$ cat src/rtl/wbs2axim_bridge.sv
// Purpose: bridge a pipelined Wishbone slave port onto a single-beat AXI4 master, one transaction at a time.
// Latency: request accepted at cycle 0, AXI valid at cycle 1, response at cycle 2, ack/err at cycle 3 (ready slave).
// Backpressure: o_wb_stall is high whenever a transaction is in flight; AXI valids hold until their handshake.
module wbs2axim_bridge #(
  parameter int AXI_ID_WIDTH   = 4,
  parameter int AXI_DATA_WIDTH = 128,
  parameter int AXI_ADDR_WIDTH = 28,
  localparam int AXI_LSBS      = $clog2(AXI_DATA_WIDTH) - 3,
  localparam int WB_ADDR_BITS  = AXI_ADDR_WIDTH - AXI_LSBS
) (
  input  logic                          i_clk,
  input  logic                          i_reset,
  // Wishbone pipelined slave
  input  logic                          i_wb_cyc,
  input  logic                          i_wb_stb,
  input  logic                          i_wb_we,
  input  logic [WB_ADDR_BITS-1:0]       i_wb_addr,
  input  logic [AXI_DATA_WIDTH-1:0]     i_wb_data,
  input  logic [AXI_DATA_WIDTH/8-1:0]   i_wb_sel,
  output logic                          o_wb_stall,
  output logic                          o_wb_ack,
  output logic                          o_wb_err,
  output logic [AXI_DATA_WIDTH-1:0]     o_wb_data,
  // AXI write address
  output logic                          m_axi_awvalid,
  input  logic                          m_axi_awready,
  output logic [AXI_ADDR_WIDTH-1:0]     m_axi_awaddr,
  output logic [AXI_ID_WIDTH-1:0]       m_axi_awid,
  output logic [7:0]                    m_axi_awlen,
  output logic [2:0]                    m_axi_awsize,
  output logic [1:0]                    m_axi_awburst,
  // AXI write data
  output logic                          m_axi_wvalid,
  input  logic                          m_axi_wready,
  output logic [AXI_DATA_WIDTH-1:0]     m_axi_wdata,
  output logic [AXI_DATA_WIDTH/8-1:0]   m_axi_wstrb,
  output logic                          m_axi_wlast,
  // AXI write response
  input  logic                          m_axi_bvalid,
  output logic                          m_axi_bready,
  input  logic [1:0]                    m_axi_bresp,
  // AXI read address
  output logic                          m_axi_arvalid,
  input  logic                          m_axi_arready,
  output logic [AXI_ADDR_WIDTH-1:0]     m_axi_araddr,
  output logic [AXI_ID_WIDTH-1:0]       m_axi_arid,
  output logic [7:0]                    m_axi_arlen,
  output logic [2:0]                    m_axi_arsize,
  output logic [1:0]                    m_axi_arburst,
  // AXI read data
  input  logic                          m_axi_rvalid,
  output logic                          m_axi_rready,
  input  logic [AXI_DATA_WIDTH-1:0]     m_axi_rdata,
  input  logic [1:0]                    m_axi_rresp,
  input  logic                          m_axi_rlast
);

  typedef enum logic [2:0] {IDLE, WRITE, WRESP, READ, RDATA} state_t;

  state_t                        state, state_nxt;
  logic                          accept;
  logic                          abandon;
  logic [AXI_ADDR_WIDTH-1:0]     addr_q;
  logic [AXI_DATA_WIDTH-1:0]     wdata_q;
  logic [AXI_DATA_WIDTH/8-1:0]   wstrb_q;
  logic [AXI_DATA_WIDTH-1:0]     rdata_q;
  logic                          awvalid_q;
  logic                          wvalid_q;
  logic                          drop_q;
  logic                          ack_q;
  logic                          err_q;
  logic                          unused_inputs;

  // Only single-beat bursts are issued, so rlast and the low response bit carry no information.
  assign unused_inputs = &{1'b0, m_axi_rlast, m_axi_bresp[0], m_axi_rresp[0]};

  assign accept  = (state == IDLE) && i_wb_cyc && i_wb_stb;
  // Once the master has walked away from the cycle, its response must never be signalled.
  assign abandon = drop_q || !i_wb_cyc;

  // Fixed single-beat, full-width, INCR burst attributes.
  assign m_axi_awid    = '0;
  assign m_axi_awlen   = 8'd0;
  assign m_axi_awsize  = 3'(AXI_LSBS);
  assign m_axi_awburst = 2'b01;
  assign m_axi_arid    = '0;
  assign m_axi_arlen   = 8'd0;
  assign m_axi_arsize  = 3'(AXI_LSBS);
  assign m_axi_arburst = 2'b01;
  assign m_axi_wlast   = 1'b1;

  assign m_axi_awaddr  = addr_q;
  assign m_axi_araddr  = addr_q;
  assign m_axi_wdata   = wdata_q;
  assign m_axi_wstrb   = wstrb_q;
  assign m_axi_awvalid = awvalid_q;
  assign m_axi_wvalid  = wvalid_q;
  assign m_axi_arvalid = (state == READ);
  assign m_axi_bready  = (state == WRESP);
  assign m_axi_rready  = (state == RDATA);

  assign o_wb_stall = (state != IDLE);
  assign o_wb_ack   = ack_q;
  assign o_wb_err   = err_q;
  assign o_wb_data  = rdata_q;

  // State register.
  always_ff @(posedge i_clk) begin
    if (i_reset) begin
      state <= IDLE;
    end else begin
      state <= state_nxt;
    end
  end

  // Next state: a write leaves WRITE only once both AW and W have handshaken, in any order.
  always_comb begin
    state_nxt = state;
    case (state)
      IDLE:  if (accept) state_nxt = i_wb_we ? WRITE : READ;
      WRITE: if ((!awvalid_q || m_axi_awready) && (!wvalid_q || m_axi_wready)) state_nxt = WRESP;
      WRESP: if (m_axi_bvalid) state_nxt = IDLE;
      READ:  if (m_axi_arready) state_nxt = RDATA;
      RDATA: if (m_axi_rvalid) state_nxt = IDLE;
      default: state_nxt = IDLE;
    endcase
  end

  // Request capture, per-channel valid tracking, response pulses and read-data holding register.
  always_ff @(posedge i_clk) begin
    if (i_reset) begin
      addr_q    <= '0;
      wdata_q   <= '0;
      wstrb_q   <= '0;
      rdata_q   <= '0;
      awvalid_q <= 1'b0;
      wvalid_q  <= 1'b0;
      drop_q    <= 1'b0;
      ack_q     <= 1'b0;
      err_q     <= 1'b0;
    end else begin
      ack_q <= 1'b0;
      err_q <= 1'b0;
      if (state != IDLE && !i_wb_cyc) begin
        drop_q <= 1'b1;
      end
      case (state)
        IDLE: begin
          if (accept) begin
            addr_q    <= {i_wb_addr, {AXI_LSBS{1'b0}}};
            wdata_q   <= i_wb_data;
            wstrb_q   <= i_wb_sel;
            drop_q    <= 1'b0;
            awvalid_q <= i_wb_we;
            wvalid_q  <= i_wb_we;
          end
        end
        WRITE: begin
          if (m_axi_awready) awvalid_q <= 1'b0;
          if (m_axi_wready)  wvalid_q  <= 1'b0;
        end
        WRESP: begin
          if (m_axi_bvalid) begin
            ack_q <= !abandon && !m_axi_bresp[1];
            err_q <= !abandon &&  m_axi_bresp[1];
          end
        end
        RDATA: begin
          if (m_axi_rvalid) begin
            rdata_q <= m_axi_rdata;
            ack_q   <= !abandon && !m_axi_rresp[1];
            err_q   <= !abandon &&  m_axi_rresp[1];
          end
        end
        default: ;
      endcase
    end
  end

endmodule

$ cat config.mk
export PLATFORM = sky130hd
export DESIGN_NAME = wbs2axim_bridge
export DESIGN_NICKNAME = d
export VERILOG_FILES = /design/src/rtl/wbs2axim_bridge.sv
export SDC_FILE = /design/constraint.sdc
export NUM_CORES = 1
export LEC_CHECK = 0
export BUFFER_PORTS_ARGS = -buffer_cell sky130_fd_sc_hd__buf_2
export CAP_MARGIN = 5
export CELL_PAD_IN_SITES_DETAIL_PLACEMENT = 0
export CELL_PAD_IN_SITES_GLOBAL_PLACEMENT = 1
export CORE_AREA = 2 2 265 267
export CTS_CLUSTER_SIZE = 24
export DETAILED_ROUTE_END_ITERATION = 16
export DIE_AREA = 0 0 267 269
export PLACE_DENSITY = 0.51
export SETUP_SLACK_MARGIN = 0.3
export SLEW_MARGIN = 20
export SYNTH_ARGS = -nofsm -noshare
export SYNTH_HDL_FRONTEND = slang
export SYNTH_SLANG_ARGS = --single-unit
export TNS_END_PERCENT = 100
$ cat constraint.sdc
create_clock -name i_clk -period 3.7 [get_ports i_clk]
set_clock_uncertainty 0.05 [all_clocks]
set_input_delay 0.185 -clock i_clk [delete_from_list [all_inputs] [get_ports i_clk]]
set_output_delay 0.185 -clock i_clk [all_outputs]
set_load 0.01 [all_outputs]
==> results by group, run 1 <==
Outcome
  • Status: finished, final reports clean

Pwr
  • Peak supply drop: 0.284 mV
  • Int Power: 6180 µW
  • Total power: 8170 µW
  • Clock power share: 46.8%
  • Seq pwr share: 41.9%
  • Sw frac: 24.4%
  • Logic pwr share: 11.3%
  • Pwr/cell area: 425 nW/µm²
  • Leak: 0.00853 µW
  • NetSw: 1990 µW

Drt
  • WL final: 45200 µm
  • First-pass DRT Iterations: 5
  • Vias/cell: 3.75
  • Avg WL per Cell: 13.9 µm
  • 1st-iter DRT viols: 430
  • Via Count: 12200
  • # DRC: 0
  • Detail Route Antenna Nets: 0

GRT
  • First-pass GRT wire length: 65900 µm
  • Initial antenna violation count: 0
  • Grt met3 use: 2.91%
  • Met2 Usage GRT: 20.5%
  • Vias in the first global route: 11800
  • M1 GR Usage: 13.3%
  • Pin count of the biggest net entering global routing: 170
  • GRT overflow: 0
  • Total Routing Usage GR: 11.5%
  • Grt peak-use layer: met2

Synth
  • Synth Cell Area: 11100 µm²
  • Count of unique library cells instantiated by Yosys: 30
  • Top post-synthesis cells by area: dfxtp_1, nand2_1, a21oi_1, buf_4, clkbuf_1
  • Area leader, netlist: dfxtp_1
  • Register area share after synthesis: 54.9%
  • Post-synth top area share: 54.9%
  • Mean post-synth cell area: 7.88 µm²
  • Register bit total from synthesis: 304
  • Cells after Synth: 1406
  • YS warnings: 0

Final layout
  • Synth-to-Final Area Change: 73.4%
  • Commonest non-fill, non-tap cell in the layout: buf_2
  • Filler cell count: 7607
  • N_diodes: 0
  • Share of cells above drive strength 1: 31.1%
  • Most frequent cells in the layout: buf_2, nand2_1, dlygate4sd3_1
  • Nets: 2594

Critical path
  • Arr. time, crit path: 3.51 ns
  • Critical path type: flop to flop
  • CP bufs+invs: 2
  • Setup crit start kind: flop
  • Critical path, cell by cell: nor3b_4 -> nand2_4 -> o22a_1 -> dlygate4sd3_1 -> nor2_1 -> dlygate4sd3_1
  • Crit-path slowest cell: dlygate4sd3_1
  • Endpoint type of the worst setup path: flop
  • CP required: 4.13 ns
  • CP most frequent cell: dlygate4sd3_1
  • Worst path top cell family by delay: buffers and inverters
  • Critical path's largest stage delay: 0.55 ns
  • Critical-path maximum fanout: 76

STA
  • Sum Neg Setup Slack: 0 ns
  • RSZ-0062 raised after global routing: false
  • Peak Freq: 324 MHz
  • Setup violations, final: 0
  • Final Max Slew Viols: 0
  • Worst-margin pin slew: 1.02 ns
  • Final worst path period need: 3.08 ns
  • Hold WS: 0.0770 ns
  • Final hold vios: 0
  • Final period util: 83.3%
  • Rel. slew slack: 31.9%

Floorplan
  • Die area: 71800 µm²
  • Die X: 267 µm
  • Num rows: 97
  • Chip height: 269 µm
  • Top-Level Pins: 682
  • Initial Util: 16.0%
  • Core area: 69300 µm²

Clock network
  • CTS Buffer Depth: 3
  • H-tree levels: 2
  • CTS Buf Count: 40
  • PostCTS Resize Cnt: 0
  • # hold bufs at CTS: 310
  • CTS root buffer: clkbuf_16
  • Setup Buffers After CTS: 0
  • Clock transition at path regs: 0.06 ns
  • CTS Sinks: 304
  • Skew-Pair Late Insertion Delay: 0.54 ns
  • CTS tree: built

Min path
  • Hold WC Path Type: input port to flop

Place
  • Port Buffers: 635
  • DP HPWL: 31700 µm
  • GPL Wtd Cong: 0.768

Run
  • Max Cap Violations: 0
-- power by group through the flow --
stage                     logic (µW)  registers, µW  clock network, µW
after global routing            1010           3430               4110
after CTS                        939           3420               3990
after floorplan                  311           3540                  0
after global placement           671           3490                  0
final                            926           3420               3820
after detailed placement         672           3490                  0
-- per-stage QoR --
step / std cells / area, µm² / setup slack [ns] / utilization [%]
2_1_floorplan: 1447 / 11200 / 2.20 / -
3_3_place_gp: 2871 / 14800 / 1.37 / 21.4
3_5_place_dp: 2871 / 14800 / 1.37 / 21.4
4_1_cts: 3252 / 19200 / 0.541 / 27.7
5_1_grt: 3252 / 19200 / 0.430 / 27.7
6_report: 3252 / 19200 / 0.616 / 27.7
-- cell type report --
class,instances,area (µm²),share of cell area [%]
clock buffer,59,1170,6.11
clock inverter,12,118,0.612
inverter,4,15.0,0.0781
multi-input combinational,973,4150,21.6
sequential,304,6090,31.7
tap,940,1180,6.12
timing repair buffer,960,6490,33.8
-- cell families after synthesis --
group           share of synthesized area [%]
simple gates                             21.7
mux                                    0.0904
compound gates                           14.0
other cells                            0.0678
flops                                    54.9
buf+inv                                  9.20
-- synthesized netlist by cell type --
library cell	number
buf_6	1
inv_1	4
a211oi_1	2
o211ai_1	1
buf_4	89
buf_2	32
nor3_2	1
o22ai_1	1
nor2b_1	1
a22oi_1	1
and3b_1	1
o22a_1	1
nor3b_4	1
dfxtp_1	304
nand2b_1	1
nor3b_1	2
and3_1	1
nand3b_1	1
a32oi_1	1
mux2i_1	1
o21ai_0	1
nor3_1	3
nand3_1	3
or3b_2	2
clkbuf_1	44
nor2_1	7
a21oi_1	299
nand2_1	597
and2_1	1
conb_1	2
-- layer usage --
metal  vias up  part of all wire (%)
li1       6144                     -
met1      5614                    41
met2       370                    50
met3        75                   6.1
met4         0                   2.8
met5         -                     0
-- sequential cells by signal, summed over array words and instances (netlist names) --
register and flops:
m_axi_wdata 128, drop_q 1, o_wb_ack 1, m_axi_araddr 24, m_axi_awvalid 1, o_wb_data 128
m_axi_wvalid 1, o_wb_err 1, state 3, m_axi_wstrb 16
-- path summary, 6_finish.rpt --
| check | start | endpoint | slack, ns | cells past startpoint |
|---|---|---|---|---|
| max | state[2] | o_wb_ack | 0.62 | 6 |
| min | m_axi_bvalid | state[0] | 0.08 | 4 |
| max reg2reg | state[2] | o_wb_ack | 0.62 | 6 |
| min reg2reg | m_axi_wdata[92] | m_axi_wdata[92] | 0.40 | 2 |
-- tightest hold or removal path, delay by kind of cell --
family                 cells  cell delay [ns]
and+or+nand+nor            2             0.24
buffers and inverters      1             0.11
AOI/OAI and AO/OA          1             0.07
(Power assumes the default switching activity.)
==> inputs of run 2 (changes only) <==
- CORE_AREA: 2 2 265 267 -> 2 2 266 268
- DIE_AREA: 0 0 267 269 -> 0 0 268 270
- clock period: 3.7 -> 3.1 ns (I/O delays scaled with it)
==> results by group, run 2 (synthesized netlist as in run 1, its figures left out) <==
Drt
  • 1st-iter DRT viols: 385 (-10%)
  • Detail Route Antenna Nets: 0 (unchanged)
  • Avg WL per Cell: 14.0 µm (+1.0%)
  • # DRC: 0 (unchanged)
  • Vias/cell: 3.74 (-0.29%)
  • WL final: 45500 µm (+0.79%)
  • Via Count: 12100 (-0.50%)
  • First-pass DRT Iterations: 4 (-1)

STA
  • Final Max Slew Viols: 0 (unchanged)
  • Final period util: 81.5% (-1.8 points)
  • Peak Freq: 396 MHz (+22%)
  • RSZ-0062 raised after global routing: false
  • Final worst path period need: 2.53 ns (-0.556 ns)
  • Rel. slew slack: 57.2% (+25 points)
  • Sum Neg Setup Slack: 0 ns (unchanged)
  • Final hold vios: 0 (unchanged)
  • Setup violations, final: 0 (unchanged)
  • Worst-margin pin slew: 0.640 ns (-0.381 ns)

Critical path
  • Setup crit start kind: flop
  • Critical path type: flop to flop
  • Critical path, cell by cell: nor3b_4 -> and2_4 -> buf_4 -> a32oi_1 -> dlygate4sd3_1 -> nor2_1
  • Critical-path maximum fanout: 38 (-50%)
  • Reg2Reg Setup Slack: 0.57 ns (-0.04 ns)
  • Endpoint type of the worst setup path: flop
  • CP required: 3.53 ns (-0.60 ns)
  • Crit-path slowest cell: dlygate4sd3_1
  • Arr. time, crit path: 2.96 ns (-0.55 ns)
  • Critical path's largest stage delay: 0.59 ns (+0.04 ns)

Clock network
  • CTS Buf Count: 38 (-5.0%)
  • Skew-Pair Late Insertion Delay: 0.54 ns (about the same)
  • CTS Sinks: 304 (unchanged)
  • H-tree levels: 2 (unchanged)
  • CTS root buffer: clkbuf_16
  • CTS tree: built
  • PostCTS Resize Cnt: 0 (unchanged)
  • CTS Buffer Depth: 3 (unchanged)
  • Clock transition at path regs: 0.06 ns (about the same)

Pwr
  • Pwr/cell area: 500 nW/µm² (+18%)
  • Int Power: 7220 µW (+17%)
  • Seq pwr share: 42.7% (+0.8 points)
  • NetSw: 2360 µW (+18%)
  • Logic pwr share: 11.5% (+0.2 points)
  • Peak supply drop: 0.291 mV (+2.5%)
  • Clock power share: 45.8% (-1.0 points)
  • Leak: 0.00850 µW (-0.40%)
  • Sw frac: 24.6% (+0.23 points)

Final layout
  • Synth-to-Final Area Change: 72.8%
  • Nets: 2591 (-0.12%)
  • Share of cells above drive strength 1: 31.2% (+0.094 points)
  • Layout Utilization: 27.5% (-0.19 points)
  • Commonest non-fill, non-tap cell in the layout: buf_2
  • Most frequent cells in the layout: buf_2, nand2_1, dlygate4sd3_1
  • N_diodes: 0 (unchanged)

Run
  • Max Cap Violations: 0 (unchanged)

Place
  • Port Buffers: 635 (unchanged)
  • GPL Wtd Cong: 0.798 (+4.0%)
  • DP HPWL: 32300 µm (+2.2%)

Floorplan
  • Core area: 69500 µm² (+0.35%)
  • Num rows: 97 (unchanged)
  • Initial Util: 15.9% (-0.056 points)
  • Die area: 72400 µm² (+0.75%)
  • Top-Level Pins: 682 (unchanged)
  • Die X: 268 µm (+0.37%)
  • Chip height: 270 µm (+0.37%)

GRT
  • GRT overflow: 0 (unchanged)
  • Vias in the first global route: 12200 (+3.2%)
  • Grt met3 use: 3.51% (+0.60 points)
  • Total Routing Usage GR: 12.0% (+0.42 points)
  • Initial antenna violation count: 3 (+3)
  • Met2 Usage GRT: 21.5% (+0.99 points)
  • Pin count of the biggest net entering global routing: 87 (-49%)
  • First-pass GRT wire length: 68700 µm (+4.2%)
  • M1 GR Usage: 13.2% (-0.12 points)
  • Grt peak-use layer: met2

Outcome
  • Status: finished, final reports clean

Min path
  • Hold WC Path Type: input port to flop
[run 2: cell type report]
cell class              count  area, µm²
repair buffers            959       6490
well taps                 940       1180
multi-input cells         973       4150
inverters                   4       15.0
clock inverters             8       40.0
flip-flops and latches    304       6090
fillers                  7758      50400
clock buffers              57       1190
[run 2: final timing paths]
check                                      from         endpoint  cells past startpoint
worst max-delay path                   state[2]         o_wb_err                      6
worst min-delay path                    i_reset     o_wb_data[8]                      2
worst max register to register         state[2]         o_wb_err                      6
worst min register to register  m_axi_wdata[41]  m_axi_wdata[41]                      2
[run 2: power by group through the flow]
stage / registers (µW) / clock network [µW] / logic (µW)
3_5_place_dp: 4170 / 0 / 804
5_1_grt: 4100 / 4740 / 1210
2_1_floorplan: 4220 / 0 / 372
3_3_place_gp: 4170 / 0 / 801
4_1_cts: 4090 / 4610 / 1120
6_report: 4090 / 4390 / 1100
[run 2: layer usage]
layer	part of all wire, %	up-vias
li1	-	6134
met3	6.9	81
met4	3.0	6
met2	51	368
met1	39	5553
met5	0.10	-
[run 2: repair_timing]
item	4_1_cts	5_1_grt
hold endpoints to repair	303	0
setup buffers	0	0
endpoints found under the setup margin	0	0
hold buffers	307	0
[run 2: per-stage QoR]
stage / hold slack, ns / total power (µW) / setup WS (ns) / instance area [µm²] / cells
2_1_floorplan: 0.241 / 4590 / 1.60 / 11200 / 1447
3_3_place_gp: 0.347 / 4970 / 0.999 / 14800 / 2873
3_5_place_dp: 0.352 / 4980 / 0.930 / 14800 / 2873
4_1_cts: 0.00624 / 9820 / 0.532 / 19100 / 3245
5_1_grt: 0.0344 / 10000 / 0.350 / 19100 / 3245
6_report: 0.0380 / 9580 / 0.572 / 19100 / 3245
[run 2: critical path: cells and delay by family (launching register included)]
kind            cells  cell delay, ns
simple gates        3            0.98
flops               1            0.47
compound gates      1            0.07
buf+inv             2            0.90
